--- src/rtl/vga_timing_pkg.sv ---
`default_nettype none
// ============================================================================
//  Module   : vga_timing_pkg
//  Brief    : Axis timing descriptor, total-length helper and standard modes
//  Revision : 1.0 - initial release
// ============================================================================
package vga_timing_pkg;

  // One raster axis: visible span, front porch, sync pulse, back porch, pulse level
  typedef struct packed {
    int unsigned active;
    int unsigned fp;
    int unsigned sync;
    int unsigned bp;
    logic        pol;
  } axis_cfg_t;

  localparam int unsigned AXIS_H = 0;
  localparam int unsigned AXIS_V = 1;

  // Full period of an axis in pixels (H) or lines (V)
  function automatic int unsigned axis_total(input axis_cfg_t cfg);
    return cfg.active + cfg.fp + cfg.sync + cfg.bp;
  endfunction

  // Standard modes, indexed by AXIS_H / AXIS_V
  localparam axis_cfg_t [1:0] VGA_640x480 = '{
    '{active: 480, fp: 10, sync: 2,   bp: 33, pol: 1'b0},
    '{active: 640, fp: 16, sync: 96,  bp: 48, pol: 1'b0}
  };
  localparam axis_cfg_t [1:0] SVGA_800x600 = '{
    '{active: 600, fp: 1,  sync: 4,   bp: 23, pol: 1'b1},
    '{active: 800, fp: 40, sync: 128, bp: 88, pol: 1'b1}
  };

endpackage
`default_nettype wire

--- src/rtl/vga_timing_gen_if.sv ---
`default_nettype none
// ============================================================================
//  Module   : vga_timing_gen_if
//  Brief    : Run control and raster outputs of the VGA timing generator
//  Revision : 1.0 - initial release
// ============================================================================
interface vga_timing_gen_if #(
  parameter int unsigned H_BITS = 10,
  parameter int unsigned V_BITS = 10
);
  logic              en;
  logic              pix_tick;
  logic              h_sync;
  logic              v_sync;
  logic              disp_ena;
  logic              n_blank;
  logic              n_sync;
  logic [H_BITS-1:0] col;
  logic [V_BITS-1:0] row;
  logic              line_start;
  logic              frame_start;

  // Generator side
  modport master (
    input  en,
    output pix_tick, h_sync, v_sync, disp_ena, n_blank, n_sync,
    output col, row, line_start, frame_start
  );

  // Pixel pipeline / controller side
  modport slave (
    output en,
    input  pix_tick, h_sync, v_sync, disp_ena, n_blank, n_sync,
    input  col, row, line_start, frame_start
  );
endinterface
`default_nettype wire

--- src/rtl/vga_axis_timer.sv ---
`default_nettype none
// ============================================================================
//  Module   : vga_axis_timer
//  Brief    : One raster axis: wrapping position counter, wrap flag and
//             active/pulse decode of the position it will hold next edge
//  Revision : 1.0 - initial release
// ============================================================================
module vga_axis_timer
  import vga_timing_pkg::*;
#(
  parameter axis_cfg_t   CFG  = VGA_640x480[AXIS_H],
  parameter int unsigned BITS = $clog2(axis_total(CFG))
) (
  input  wire logic            clk,
  input  wire logic            rst,
  input  wire logic            adv,
  output logic      [BITS-1:0] cnt_nxt,
  output logic                 wrap,
  output logic                 active_nxt,
  output logic                 pulse_nxt
);

  localparam int unsigned     TOTAL       = axis_total(CFG);
  localparam logic [BITS-1:0] C_LAST      = BITS'(TOTAL - 1);
  localparam logic [BITS-1:0] C_ACT_END   = BITS'(CFG.active);
  localparam logic [BITS-1:0] C_PULSE_BEG = BITS'(CFG.active + CFG.fp);
  localparam logic [BITS-1:0] C_PULSE_END = BITS'(CFG.active + CFG.fp + CFG.sync);

  logic [BITS-1:0] cnt_q;
  logic [BITS-1:0] cnt_d;

  // Next position and its decode; outputs are looked at before the edge so
  // the top can register them in step with the counter
  always_comb begin
    wrap  = (cnt_q == C_LAST);
    cnt_d = cnt_q;
    if (adv) begin
      cnt_d = wrap ? '0 : cnt_q + 1'b1;
    end
    cnt_nxt    = cnt_d;
    active_nxt = (cnt_d < C_ACT_END);
    pulse_nxt  = (cnt_d >= C_PULSE_BEG) && (cnt_d < C_PULSE_END);
  end

  // Position register
  always_ff @(posedge clk) begin
    if (rst) cnt_q <= '0;
    else     cnt_q <= cnt_d;
  end

endmodule
`default_nettype wire

--- src/rtl/vga_timing_gen.sv ---
`default_nettype none
// ============================================================================
//  Module   : vga_timing_gen
//  Brief    : VGA raster timing generator: pixel prescaler, H/V axis timers,
//             registered sync/blank/position outputs and line/frame strobes
//  Revision : 1.0 - initial release
// ============================================================================
module vga_timing_gen
  import vga_timing_pkg::*;
#(
  parameter int unsigned H_ACTIVE = 640,
  parameter int unsigned H_FP     = 16,
  parameter int unsigned H_SYNC   = 96,
  parameter int unsigned H_BP     = 48,
  parameter int unsigned V_ACTIVE = 480,
  parameter int unsigned V_FP     = 10,
  parameter int unsigned V_SYNC   = 2,
  parameter int unsigned V_BP     = 33,
  parameter bit          H_POL    = 1'b0,
  parameter bit          V_POL    = 1'b0,
  parameter int unsigned CLK_DIV  = 1
) (
  input wire logic          clk,
  input wire logic          rst,
  vga_timing_gen_if.master  bus
);

  localparam axis_cfg_t   H_CFG    = '{active: H_ACTIVE, fp: H_FP, sync: H_SYNC, bp: H_BP, pol: H_POL};
  localparam axis_cfg_t   V_CFG    = '{active: V_ACTIVE, fp: V_FP, sync: V_SYNC, bp: V_BP, pol: V_POL};
  localparam int unsigned H_BITS   = $clog2(axis_total(H_CFG));
  localparam int unsigned V_BITS   = $clog2(axis_total(V_CFG));
  localparam int unsigned DIV_BITS = (CLK_DIV > 1) ? $clog2(CLK_DIV) : 1;
  localparam logic [DIV_BITS-1:0] C_DIV_LAST = DIV_BITS'(CLK_DIV - 1);

  if (H_ACTIVE == 0 || H_FP == 0 || H_SYNC == 0 || H_BP == 0 ||
      V_ACTIVE == 0 || V_FP == 0 || V_SYNC == 0 || V_BP == 0 || CLK_DIV < 1) begin : g_bad_cfg
    $error("vga_timing_gen: active/porch/pulse terms must be nonzero and CLK_DIV >= 1");
  end

  logic [DIV_BITS-1:0] div_q, div_d;
  logic                tick;
  logic [H_BITS-1:0]   h_cnt_nxt;
  logic [V_BITS-1:0]   v_cnt_nxt;
  logic                h_wrap, v_wrap;
  logic                h_act_nxt, v_act_nxt;
  logic                h_pulse_nxt, v_pulse_nxt;

  logic              pix_tick_q, pix_tick_d;
  logic              h_sync_q, h_sync_d;
  logic              v_sync_q, v_sync_d;
  logic              disp_ena_q, disp_ena_d;
  logic              n_blank_q, n_blank_d;
  logic              n_sync_q, n_sync_d;
  logic [H_BITS-1:0] col_q, col_d;
  logic [V_BITS-1:0] row_q, row_d;
  logic              line_start_q, line_start_d;
  logic              frame_start_q, frame_start_d;

  vga_axis_timer #(.CFG(H_CFG), .BITS(H_BITS)) u_h_axis (
    .clk        (clk),
    .rst        (rst),
    .adv        (tick),
    .cnt_nxt    (h_cnt_nxt),
    .wrap       (h_wrap),
    .active_nxt (h_act_nxt),
    .pulse_nxt  (h_pulse_nxt)
  );

  // Lines advance only on the tick that wraps the horizontal counter
  vga_axis_timer #(.CFG(V_CFG), .BITS(V_BITS)) u_v_axis (
    .clk        (clk),
    .rst        (rst),
    .adv        (tick & h_wrap),
    .cnt_nxt    (v_cnt_nxt),
    .wrap       (v_wrap),
    .active_nxt (v_act_nxt),
    .pulse_nxt  (v_pulse_nxt)
  );

  // Prescaler and output decode; non-strobe outputs only move on a tick so
  // they stay aligned with the counters they describe
  always_comb begin
    div_d = div_q;
    tick  = 1'b0;
    if (bus.en) begin
      if (div_q == C_DIV_LAST) begin
        div_d = '0;
        tick  = 1'b1;
      end else begin
        div_d = div_q + 1'b1;
      end
    end

    pix_tick_d    = tick;
    line_start_d  = tick & h_wrap;
    frame_start_d = tick & h_wrap & v_wrap;

    h_sync_d   = h_sync_q;
    v_sync_d   = v_sync_q;
    disp_ena_d = disp_ena_q;
    n_blank_d  = n_blank_q;
    n_sync_d   = n_sync_q;
    col_d      = col_q;
    row_d      = row_q;
    if (tick) begin
      h_sync_d   = h_pulse_nxt ? H_POL : ~H_POL;
      v_sync_d   = v_pulse_nxt ? V_POL : ~V_POL;
      disp_ena_d = h_act_nxt & v_act_nxt;
      n_blank_d  = h_act_nxt & v_act_nxt;
      n_sync_d   = ~(h_pulse_nxt | v_pulse_nxt);
      if (h_act_nxt) col_d = h_cnt_nxt;
      if (v_act_nxt) row_d = v_cnt_nxt;
    end
  end

  // Prescaler and output registers
  always_ff @(posedge clk) begin
    if (rst) begin
      div_q         <= '0;
      pix_tick_q    <= 1'b0;
      h_sync_q      <= ~H_POL;
      v_sync_q      <= ~V_POL;
      disp_ena_q    <= 1'b0;
      n_blank_q     <= 1'b0;
      n_sync_q      <= 1'b1;
      col_q         <= '0;
      row_q         <= '0;
      line_start_q  <= 1'b0;
      frame_start_q <= 1'b0;
    end else begin
      div_q         <= div_d;
      pix_tick_q    <= pix_tick_d;
      h_sync_q      <= h_sync_d;
      v_sync_q      <= v_sync_d;
      disp_ena_q    <= disp_ena_d;
      n_blank_q     <= n_blank_d;
      n_sync_q      <= n_sync_d;
      col_q         <= col_d;
      row_q         <= row_d;
      line_start_q  <= line_start_d;
      frame_start_q <= frame_start_d;
    end
  end

  assign bus.pix_tick    = pix_tick_q;
  assign bus.h_sync      = h_sync_q;
  assign bus.v_sync      = v_sync_q;
  assign bus.disp_ena    = disp_ena_q;
  assign bus.n_blank     = n_blank_q;
  assign bus.n_sync      = n_sync_q;
  assign bus.col         = col_q;
  assign bus.row         = row_q;
  assign bus.line_start  = line_start_q;
  assign bus.frame_start = frame_start_q;

endmodule
`default_nettype wire
--- src/flat_wrapper.sv ---
// flat-port wrapper written by rule: the top's interface ports become plain ports
module vga_timing_gen_flat import vga_timing_pkg::*;
#(
  parameter int unsigned H_ACTIVE = 640,
  parameter int unsigned H_FP     = 16,
  parameter int unsigned H_SYNC   = 96,
  parameter int unsigned H_BP     = 48,
  parameter int unsigned V_ACTIVE = 480,
  parameter int unsigned V_FP     = 10,
  parameter int unsigned V_SYNC   = 2,
  parameter int unsigned V_BP     = 33,
  parameter bit          H_POL    = 1'b0,
  parameter bit          V_POL    = 1'b0,
  parameter int unsigned CLK_DIV  = 1
)
  (clk, rst, bus_en, bus_pix_tick, bus_h_sync, bus_v_sync, bus_disp_ena, bus_n_blank, bus_n_sync, bus_col, bus_row, bus_line_start, bus_frame_start);
  vga_timing_gen_if bus_i ();
  input wire logic clk;
  input wire logic rst;
  input wire logic [$bits(bus_i.en)-1:0] bus_en;
  output wire logic [$bits(bus_i.pix_tick)-1:0] bus_pix_tick;
  output wire logic [$bits(bus_i.h_sync)-1:0] bus_h_sync;
  output wire logic [$bits(bus_i.v_sync)-1:0] bus_v_sync;
  output wire logic [$bits(bus_i.disp_ena)-1:0] bus_disp_ena;
  output wire logic [$bits(bus_i.n_blank)-1:0] bus_n_blank;
  output wire logic [$bits(bus_i.n_sync)-1:0] bus_n_sync;
  output wire logic [$bits(bus_i.col)-1:0] bus_col;
  output wire logic [$bits(bus_i.row)-1:0] bus_row;
  output wire logic [$bits(bus_i.line_start)-1:0] bus_line_start;
  output wire logic [$bits(bus_i.frame_start)-1:0] bus_frame_start;
  assign bus_i.en = bus_en;
  assign bus_pix_tick = bus_i.pix_tick;
  assign bus_h_sync = bus_i.h_sync;
  assign bus_v_sync = bus_i.v_sync;
  assign bus_disp_ena = bus_i.disp_ena;
  assign bus_n_blank = bus_i.n_blank;
  assign bus_n_sync = bus_i.n_sync;
  assign bus_col = bus_i.col;
  assign bus_row = bus_i.row;
  assign bus_line_start = bus_i.line_start;
  assign bus_frame_start = bus_i.frame_start;
  vga_timing_gen #(.H_ACTIVE(H_ACTIVE), .H_FP(H_FP), .H_SYNC(H_SYNC), .H_BP(H_BP), .V_ACTIVE(V_ACTIVE), .V_FP(V_FP), .V_SYNC(V_SYNC), .V_BP(V_BP), .H_POL(H_POL), .V_POL(V_POL), .CLK_DIV(CLK_DIV)) u_core (.clk(clk), .rst(rst), .bus(bus_i));
endmodule
--- config.mk ---
export PLATFORM = sky130hd
export DESIGN_NAME = vga_timing_gen_flat
export DESIGN_NICKNAME = d
export VERILOG_FILES = /design/src/rtl/vga_timing_pkg.sv /design/src/rtl/vga_timing_gen_if.sv /design/src/rtl/vga_axis_timer.sv /design/src/rtl/vga_timing_gen.sv /design/src/flat_wrapper.sv
export SDC_FILE = /design/constraint.sdc
export NUM_CORES = 1
export LEC_CHECK = 0
export CAP_MARGIN = 40
export CORE_ASPECT_RATIO = 0.9
export CORE_UTILIZATION = 55
export DETAILED_ROUTE_END_ITERATION = 16
export PLACE_DENSITY = 0.79
export SKIP_CTS_REPAIR_TIMING = 1
export SYNTH_ARGS = -nofsm -noshare
export SYNTH_HDL_FRONTEND = slang
export SYNTH_HIERARCHICAL = 1
export SYNTH_SLANG_ARGS = --single-unit
export TNS_END_PERCENT = 20
--- constraint.sdc ---
create_clock -name clk -period 3.6 [get_ports clk]
set_input_delay 0.54 -clock clk [delete_from_list [all_inputs] [get_ports clk]]
set_output_delay 0.54 -clock clk [all_outputs]
set_load 0.01 [all_outputs]
=== Word level (Yosys, flattened, before mapping) ===
Cells that the tools add are included.

* Order comparisons: 6
* Bitwise gates (word level): 5
* Reductions and logical operators: 4
* Muxes and demuxes: 9
* Equal/unequal tests: 2
* Add/subtract/negate cells: 3

{| class="wikitable"
|+ Operator list
! operator !! count
|-
| $mux 10 || 4
|-
| $add 10x1->10 const B || 2
|-
| $eq 10x10->1 const B || 2
|-
| $lt 10x10->1 const B || 2
|-
| $lt 10x9->1 const B || 2
|-
| $ge 10x10->1 const B || 1
|-
| $ge 10x9->1 const B || 1
|-
| $mux 1 || 5
|-
| $reduce_and 2->1 || 2
|-
| $and 1x1->1 || 3
|-
| $logic_and 1x1->1 || 2
|-
| $add 1x1->1 const B || 1
|-
| $not 1->1 || 1
|-
| $or 1x1->1 || 1
|}

* Bits in registers: 48
* Output and inout bits: 28

=== Logic depth before layout (Yosys ltp) ===
Gate-level depths: netlist (run 1).

* Depth after elaboration: 8
* Gate-level depth with buffers: 13
* Depth with buffers taken out: 11

=== Cells and area by module ===
Netlist (run 1), hierarchy kept.

{| class="wikitable"
|+ Modules (own cells, without submodules)
! module !! times used !! cells an instance !! area each (µm²) !! sequential area each (µm²)
|-
| vga_timing_gen || 1 || 117 || 1197.4 || 540.5
|-
| vga_axis_timer (u_core.u_h_axis) || 1 || 80 || 691.9 || 200.2
|-
| vga_axis_timer (u_core.u_v_axis) || 1 || 70 || 594.3 || 200.2
|}

=== Least setup slack after synthesis (run 1) ===
No wires, ideal clock.

* Path kind: reg2reg
* Start: register u_core.u_h_axis.cnt_q[0]
* End: register u_core.n_sync_q (netlist: u_core/bus.n_sync)
* Setup slack: 939 ps
* Stages on the path, launching flop included: 13
* Required time: 3480 ps
* Setup time: 120 ps
* Data arrival time: 2541 ps
* Cells stage by stage: dfxtp_1 ha_1 clkbuf_1 and4_4 nand2_1 inv_1 nand4_2 nor3_2 xor2_1 nand4_1 nor4_2 nor2_1 a211o_1

* Cells in the longest elaborated chain, start to end: 7
* Elaborated cells between the ends (all ways): 14
* Those cells by class: 1 x add/sub; 4 x order compare; 1 x eq/ne; 3 x mux; 3 x bitwise; 2 x reduce/logical

{| class="wikitable"
|+ RTL lines
! element !! line !! text
|-
| start: declaration || vga_axis_timer.sv:29 || <nowiki>logic [BITS-1:0] cnt_q;</nowiki>
|-
| start signal: assignment || vga_axis_timer.sv:48 || <nowiki>else cnt_q <= cnt_d;</nowiki>
|-
| $eq 10x10->1 (*) || vga_axis_timer.sv:35 || <nowiki>wrap = (cnt_q == C_LAST);</nowiki>
|-
| net u_core.h_wrap || vga_timing_gen.sv:44 || <nowiki>logic h_wrap, v_wrap;</nowiki>
|-
| $and 1x1->1 (*) || -- ||
|-
| net u_core.line_start_d || vga_timing_gen.sv:56 || <nowiki>logic line_start_q, line_start_d;</nowiki>
|-
| $mux 10 (*) || vga_axis_timer.sv:37 || <nowiki>if (adv) begin</nowiki>
|-
| net u_core.v_cnt_nxt[8] || vga_timing_gen.sv:43 || <nowiki>logic [V_BITS-1:0] v_cnt_nxt;</nowiki>
|-
| $ge 10x9->1 or $lt 10x9->1 (tied branches) || vga_axis_timer.sv:42 || <nowiki>pulse_nxt = (cnt_d >= C_PULSE_BEG) && (cnt_d < C_PULSE_END);</nowiki>
|-
| $logic_and 1x1->1 (*) || vga_axis_timer.sv:42 ||
|-
| net u_core.v_pulse_nxt || vga_timing_gen.sv:46 || <nowiki>logic h_pulse_nxt, v_pulse_nxt;</nowiki>
|-
| $or 1x1->1 (*) || vga_timing_gen.sv:110 || <nowiki>n_sync_d = ~(h_pulse_nxt | v_pulse_nxt);</nowiki>
|-
| $not 1->1 (*) || vga_timing_gen.sv:110 ||
|-
| end signal: assignment || vga_timing_gen.sv:137 || <nowiki>n_sync_q <= n_sync_d;</nowiki>
|-
| end: declaration || vga_timing_gen.sv:53 || <nowiki>logic n_sync_q, n_sync_d;</nowiki>
|}

The timed path passes the listed nets; every way through them passes the cells marked *.
A chain may end at the register's enable or synchronous reset.

=== Worst setup path in the final report (run 1) ===
* Start: register u_core.u_h_axis.cnt_q[0]
* End: register u_core.row_q[6] (netlist: u_core/bus.row[6])

* Cells in the longest elaborated chain, start to end: 5

{| class="wikitable"
|+ RTL lines
! element !! line !! text
|-
| $eq 10x10->1 || vga_axis_timer.sv:35 ||
|-
| net u_core.h_wrap || vga_timing_gen.sv:44 ||
|-
| $and 1x1->1 || -- ||
|-
| net u_core.line_start_d || vga_timing_gen.sv:56 ||
|-
| $mux 10 || vga_axis_timer.sv:37 ||
|-
| net u_core.v_cnt_nxt[5] || vga_timing_gen.sv:43 ||
|-
| $lt 10x9->1 || vga_axis_timer.sv:41 || <nowiki>active_nxt = (cnt_d < C_ACT_END);</nowiki>
|-
| net u_core.v_act_nxt || vga_timing_gen.sv:45 || <nowiki>logic h_act_nxt, v_act_nxt;</nowiki>
|-
| $reduce_and 2->1 (no line) || -- ||
|-
| end signal: assignment || vga_timing_gen.sv:139 || <nowiki>row_q <= row_d;</nowiki>
|-
| end: declaration || vga_timing_gen.sv:55 || <nowiki>logic [V_BITS-1:0] row_q, row_d;</nowiki>
|}

The timed path passes the listed nets, and every way through them passes these cells.

==> reports/metrics.csv, run 1 <==
stage;metric;value;unit
cells_and_area;num-nets-final;294;
clock_tree;cts-root-buf;clkbuf_8;
routing;drt_iter0_markers;106;
clock_tree;tritoncts;yes;
global_routing;grt_util_all_layers;0.219;
clock_tree;cts_sinks;47;
timing;timing.setup.tns;0;ns
timing;period_minus_slack;3.17;ns
routing;wl;4.91;mm
power;p_per_area;317;nW/um2
synth;syn_inst;267;
timing;rsz0062_at_grt;no;
cells_and_area;layout_commonest_cell;dfxtp_1;
global_routing;grt_pass1_wl;8.07;mm
critical_path;crit_arrival;3.40;ns
floorplanning;io_pins;31;
routing;antenna_left;0;
place;place_congestion;0.886;
critical_path;start_kind;register;
synth;ys_ff_latch;47;
cells_and_area;final_cell_area;2850;um2
timing;hold_violations;0;
timing;final-setup-viol-count;0;
synth;async_flop_share;0;
routing;viasPerCell;5.50;
global_routing;grt_pass1_vias;1661;
hold_path;min-delay-start;u_core/bus.n_blank;
floorplanning;fp.dieW;72.8;um
synth;synth-seq-area-share;0.379;
cells_and_area;final_cell_mix;dfxtp_1, clkdlybuf4s50_1, a21bo_2, a21oi_1;
floorplanning;core;4210;um2
floorplanning;dieArea;4790;um2
hold_path;min_path_cells;2;
run;cap_violations;0;
power;p_leak;0.973;nW
timing;post-route-period-util;0.882;
global_routing;antenna_found_initial;0;
timing;skew;0.00580;ns
routing;wl_per_cell;14.1;um
critical_path;rr_worst_depth;12;
critical_path;crit_chain;ha_1 > and4_4 > nand2_1 > inv_1 > nand4_2 > nor3_1 > xor2_1 > nand4_1 > nor2b_1 > buf_4 > a21bo_2 > a21oi_1;
routing;drcViolationCount;0;
critical_path;cp-end-kind;register;
timing;max_freq;315;MHz
critical_path;rr_startpoint;u_core/u_h_axis/cnt_q[0];
global_routing;globalRouteOverflowTotal;0;
routing;vias;1918;
floorplanning;initial_core_util;0.590;
floorplanning;die_h;65.8;um
floorplanning;fp-row-count;22;
synth;synth.net_count;273;
synth;synth_warnings;6;
place;port_buffers;30;
critical_path;r2r_end;u_core/bus.row[6];
timing;worst_pin_slew;0.553;ns
cells_and_area;final_cells;349;
critical_path;startpoint;u_core/u_h_axis/cnt_q[0];
synth;synth_ff_type;dfxtp_1;
timing;drv_slew;0;
place;hpwlAfterDp;3.48;mm
place;placement.cell_area;2770;um2
clock_tree;cts_made_buffers;5;
routing;drt_first_pass_iters;4;
power;vdd_drop_max;0.279;mV
timing;holdWs;0.503;ns
cells_and_area;antenna_cells;0;
critical_path;cp_slowest_stage_delay;0.44;ns
critical_path;required;3.82;ns
synth;synth_area;2480;um2
synth;synth_edf_count;0;
clock_tree;cts_buffer_depth;2;
critical_path;crit_fanout;21;
cells_and_area;syn_to_final_growth;14.8;%
clock_tree;htreeDepth;2;
critical_path;rrSetupSlack;0.43;ns
hold_path;hold_class;reg -> reg;
synth;ys_types;55;
hold_path;whs_endpoint;u_core/bus.n_blank;
timing;max_slew_margin;0.629;
synth;syn_area_per_cell;9.30;um2
clock_tree;insertion_delay;0.29;ns
cells_and_area;drive_above_1_share;0.225;
critical_path;criticalPathCategory;reg -> reg;
critical_path;slowest_stage;dfxtp_1;
global_routing;grt_max_degree;41;
clock_tree;clkTransAtPathRegs;0.09;ns
place;place_inst;341;
status;outcome;completed;
==> registers in the layout, summed over array words and instances (netlist names) <==
register,cells
u_core/bus.n_blank,1
u_core/bus.frame_start,1
u_core/u_h_axis/cnt_q,10
u_core/bus.v_sync,1
u_core/u_v_axis/cnt_q,10
u_core/bus.n_sync,1
u_core/bus.col,10
u_core/bus.row,10
u_core/bus.h_sync,1
u_core/bus.line_start,1
u_core/bus.pix_tick,1
==> where the power goes <==
part / switching (W) / internal (W)
sequential: 0.00000693 / 0.000527
combinational: 0.0000352 / 0.0000250
clock: 0.000175 / 0.000136
==> cell usage after synthesis, types with 2 or more instances <==
master	instances	area share
a21bo_2	20	0.081
a21o_1	3	0.0091
a21oi_1	19	0.038
a21oi_2	6	0.021
buf_2	11	0.022
buf_4	4	0.012
buf_6	2	0.0091
clkbuf_1	2	0.0030
dfxtp_1	47	0.38
ha_1	3	0.015
inv_1	8	0.012
mux2_2	2	0.0091
nand2_1	18	0.027
nand2b_1	4	0.010
nand3_1	15	0.030
nand3_2	10	0.040
nand4_1	5	0.013
nor2_1	11	0.017
nor2b_1	18	0.045
nor3_1	5	0.010
nor3_2	3	0.012
nor3b_1	2	0.0060
o211ai_1	2	0.0060
o21ai_0	3	0.0060
o21ai_1	2	0.0040
xnor2_1	6	0.021
xor2_1	8	0.028
==> logic make-up after synthesis <==
logic type	count (synthesis)	synth area share
XOR/XNOR	14	0.0494
flip-flops	47	0.379
AO/OA/AOI/OAI	65	0.199
multiplexers	2	0.00907
adder cells (fa/ha/maj)	3	0.0151
AND/OR/NAND/NOR	107	0.282
buffers and inverters	29	0.0660
==> per-layer routing <==
| layer | part of all wire | global-route usage |
|---|---|---|
| met1 | 0.52 | 0.331 |
| met2 | 0.42 | 0.318 |
| met3 | 0.051 | 0.0429 |
| met4 | 0.0047 | 0.0515 |
| met5 | 0 | 0 |
==> per-stage QoR <==
stage / util / worst slack [ns] / power, W
2_1_floorplan: - / 0.939 / 0.000587
3_3_place_gp: 0.652 / 0.516 / 0.000603
3_5_place_dp: 0.657 / 0.472 / 0.000606
4_1_cts: 0.677 / 0.440 / 0.000913
5_1_grt: 0.677 / 0.199 / 0.000938
6_report: 0.677 / 0.426 / 0.000904
==> area by class of cell <==
| type | instances | area, um2 |
|---|---|---|
| Timing Repair Buffer | 35 | 340 |
| Inverter | 8 | 30.0 |
| Fill cell | 349 | 1360 |
| Clock inverter | 2 | 12.5 |
| Clock buffer | 6 | 72.6 |
| Sequential cell | 47 | 941 |
| Multi-Input combinational cell | 191 | 1380 |
| Tap cell | 60 | 75.1 |
==> critical path: cells and delay by family (launching register included) <==
kind	cells	cell delay, ns
simple gates	6	1.17
buf+inv	2	0.49
flops	1	0.44
compound gates	2	0.37
fa+ha+maj	1	0.32
xor+xnor	1	0.31
==> worst max path at each step <==
| stage | slack [ns] | depth (start not counted) | end |
|---|---|---|---|
| floorplan | 0.94 | 12 | u_core/bus.n_sync |
| global placement | 0.52 | 11 | u_core/bus.n_sync |
| detailed placement | 0.47 | 11 | u_core/bus.n_sync |
| CTS | 0.44 | 11 | u_core/bus.n_sync |
| global route | 0.20 | 12 | u_core/bus.row[0] |
| finish | 0.43 | 12 | u_core/bus.row[6] |
Note: power is estimated with default switching activity, not from simulation.
==> run 2, diff against run 1 <==
- ABC_AREA: default -> 1
- CORE_MARGIN: default -> 10
- CTS_CLUSTER_SIZE: default -> 12
==> reports/metrics.csv, run 2 <==
stage;metric;value;unit
status;outcome;completed;
cells_and_area;final_cells;472;
synth;synth_compound_area_frac;0.0275;
floorplanning;die_h;84.0;um
global_routing;grt_pass1_wl;9.96;mm
synth;synthXorXnorAreaFrac;0.0105;
power;vdd_drop_max;0.420;mV
run;cap_violations;0;
place;hpwlAfterDp;4.17;mm
floorplanning;dieArea;7650;um2
clock_tree;cts-root-buf;clkbuf_8;
synth;synth_top_family_by_area;simple AND/OR/NAND/NOR gates;
critical_path;criticalPathCategory;in -> reg;
cells_and_area;drive_above_1_share;0.107;
synth;synth_ff_type;dfxtp_1;
timing;hold_violations;0;
synth;yosys.area_share.adder;0.0150;
timing;drv_slew;0;
place;port_buffers;30;
timing;max_freq;371;MHz
synth;synth.most_common_cell;nand2_1;
routing;drcViolationCount;0;
floorplanning;io_pins;31;
timing;rsz0062_at_grt;no;
clock_tree;clkTransAtPathRegs;0.10;ns
global_routing;antenna_found_initial;0;
synth;synthSimpleGateAreaFrac;0.445;
cells_and_area;num-nets-final;415;
cells_and_area;num-fill-cells;428;
power;seqPwrFrac;0.491;
routing;drt_first_pass_iters;4;
synth;ys_ff_latch;47;
power;power.net_switching;0.000252;W
power;switching_share;0.227;
synth;synth_area;2500;um2
synth;synth_warnings;6;
synth;synth.area.mux_share;0;
routing;antenna_left;0;
synth;yosys.area.top_type;dfxtp_1;
cells_and_area;final_cell_area;2950;um2
routing;wl;5.68;mm
cells_and_area;layout_commonest_cell;nand2_1;
floorplanning;core;4430;um2
global_routing;grt_util_all_layers;0.158;
global_routing;grt_pass1_vias;2160;
timing;worst_pin_slew;0.710;ns
cells_and_area;final_cell_mix;nand2_1, nor2_1, inv_1, dfxtp_1, clkdlybuf4s50_1;
floorplanning;fp-row-count;23;
routing;drt_iter0_markers;156;
place;place_congestion;0.858;
routing;viasPerCell;4.77;
hold_path;hold_class;reg -> reg;
timing;final-setup-viol-count;0;
critical_path;rr_startpoint;u_core/u_h_axis/cnt_q[1];
timing;post-route-period-util;0.749;
timing;max_slew_margin;0.526;
power;p_per_area;376;nW/um2
power;clock_power_share;0.417;
synth;synth_edf_count;0;
synth;ys_top_cells_by_count;nand2_1, nor2_1, inv_1;
place;pre_cts_ws;0.625;ns
cells_and_area;antenna_cells;0;
cells_and_area;syn_to_final_growth;18.0;%
power;comb_power_share;0.092;
timing;period_minus_slack;2.69;ns
synth;async_flop_share;0;
critical_path;startpoint;bus_en;
power;p_leak;1.41;nW
power;p_int;0.000859;W
timing;skew;0.0136;ns
global_routing;grt_max_degree;27;
clock_tree;cts_made_buffers;5;
critical_path;required;3.86;ns
floorplanning;fp.dieW;91.1;um
clock_tree;cts_buffer_depth;2;
place;placement.cell_area;2820;um2
timing;worst_slack;0.905;ns
synth;synth-seq-area-share;0.376;
hold_path;min-delay-start;u_core/bus.h_sync;
critical_path;cp-end-kind;register;
synth;syn_inst;380;
routing;wl_per_cell;12.0;um
timing;timing.setup.tns;0;ns
synth;synth.net_count;386;
global_routing;globalRouteOverflowTotal;0;
clock_tree;insertion_delay;0.31;ns
synth;ys_types;27;
synth;syn_area_per_cell;6.59;um2
critical_path;start_kind;input pin;
critical_path;crit_arrival;2.95;ns
floorplanning;initial_core_util;0.565;
place;place_inst;464;
clock_tree;cts_sinks;47;
synth;synth_area_leaders;dfxtp_1, nand2_1, nor2_1;
clock_tree;htreeDepth;2;
clock_tree;tritoncts;yes;
synth;yosysTopAreaCellShare;0.376;
routing;vias;2252;
critical_path;crit_fanout;20;
[run 2: changes by cell type in the layout (fill, tap and decap cells not counted), moves of 11 or more]
cell	change
nand2_1	+86
nor2b_1	-18
inv_1	+50
a21bo_2	-20
nor2_1	+65
a21oi_1	-11
[run 2: power by group through the flow]
stage	Sequential (W)	Clock, W	Combinational (W)
floorplan	0.000564	0	0.0000559
global placement	0.000557	0	0.000101
detailed placement	0.000558	0	0.000102
CTS	0.000546	0.000472	0.000103
global route	0.000548	0.000498	0.000116
finish	0.000546	0.000464	0.000102
[run 2: per-layer routing]
layer  routed length (um)  track usage  share of wire
met5                    0            0              0
met4                   89       0.0469          0.016
met3                  281       0.0513          0.049
met2                 2910        0.280           0.51
met1                 2400        0.174           0.42
[run 2: stage by stage]
stage               hold slack (ns)   util  total power (W)
floorplan                     0.489      -         0.000620
global placement              0.446  0.636         0.000658
detailed placement            0.457  0.636         0.000660
CTS                           0.478  0.666          0.00112
global route                  0.513  0.666          0.00116
finish                        0.473  0.666          0.00111
[run 2: cells by family after synthesis]
| family | after synthesis |
|---|---|
| fa+ha+maj | 3 |
| simple gates | 243 |
| compound gates | 11 |
| flops | 47 |
| buf+inv | 73 |
| xor+xnor | 3 |
[run 2: cell type report]
class	count	area [um2]	area share
Tap cell	62	77.6	0.0263
Inverter	63	238	0.0805
Clock buffer	5	68.8	0.0233
Timing Repair Buffer	32	315	0.107
Multi-Input combinational cell	260	1240	0.422
Sequential cell	47	941	0.319
Clock inverter	3	67.6	0.0229
[run 2: path summary, 6_finish.rpt]
check	endpoint	slack (ns)	depth (start not counted)
max reg2reg	u_core/bus.row[7]	1.07	17
max	u_core/bus.row[7]	0.91	15
min	u_core/bus.h_sync	0.47	2
min reg2reg	u_core/bus.h_sync	0.47	2
[run 2: worst max-delay path, cell delays in order]
cell             delay (ns)
clkdlybuf4s50_1        0.71
nand2_1                0.13
inv_1                  0.23
nand2_2                0.13
nor2_4                 0.12
nand2_4                0.08
o21ai_4                0.14
nand2_2                0.10
nand2_1                0.07
nor2_1                 0.04
nor2_1                 0.23
nand2_4                0.18
nand2_1                0.10
nand2_1                0.06
nor2_2                 0.10
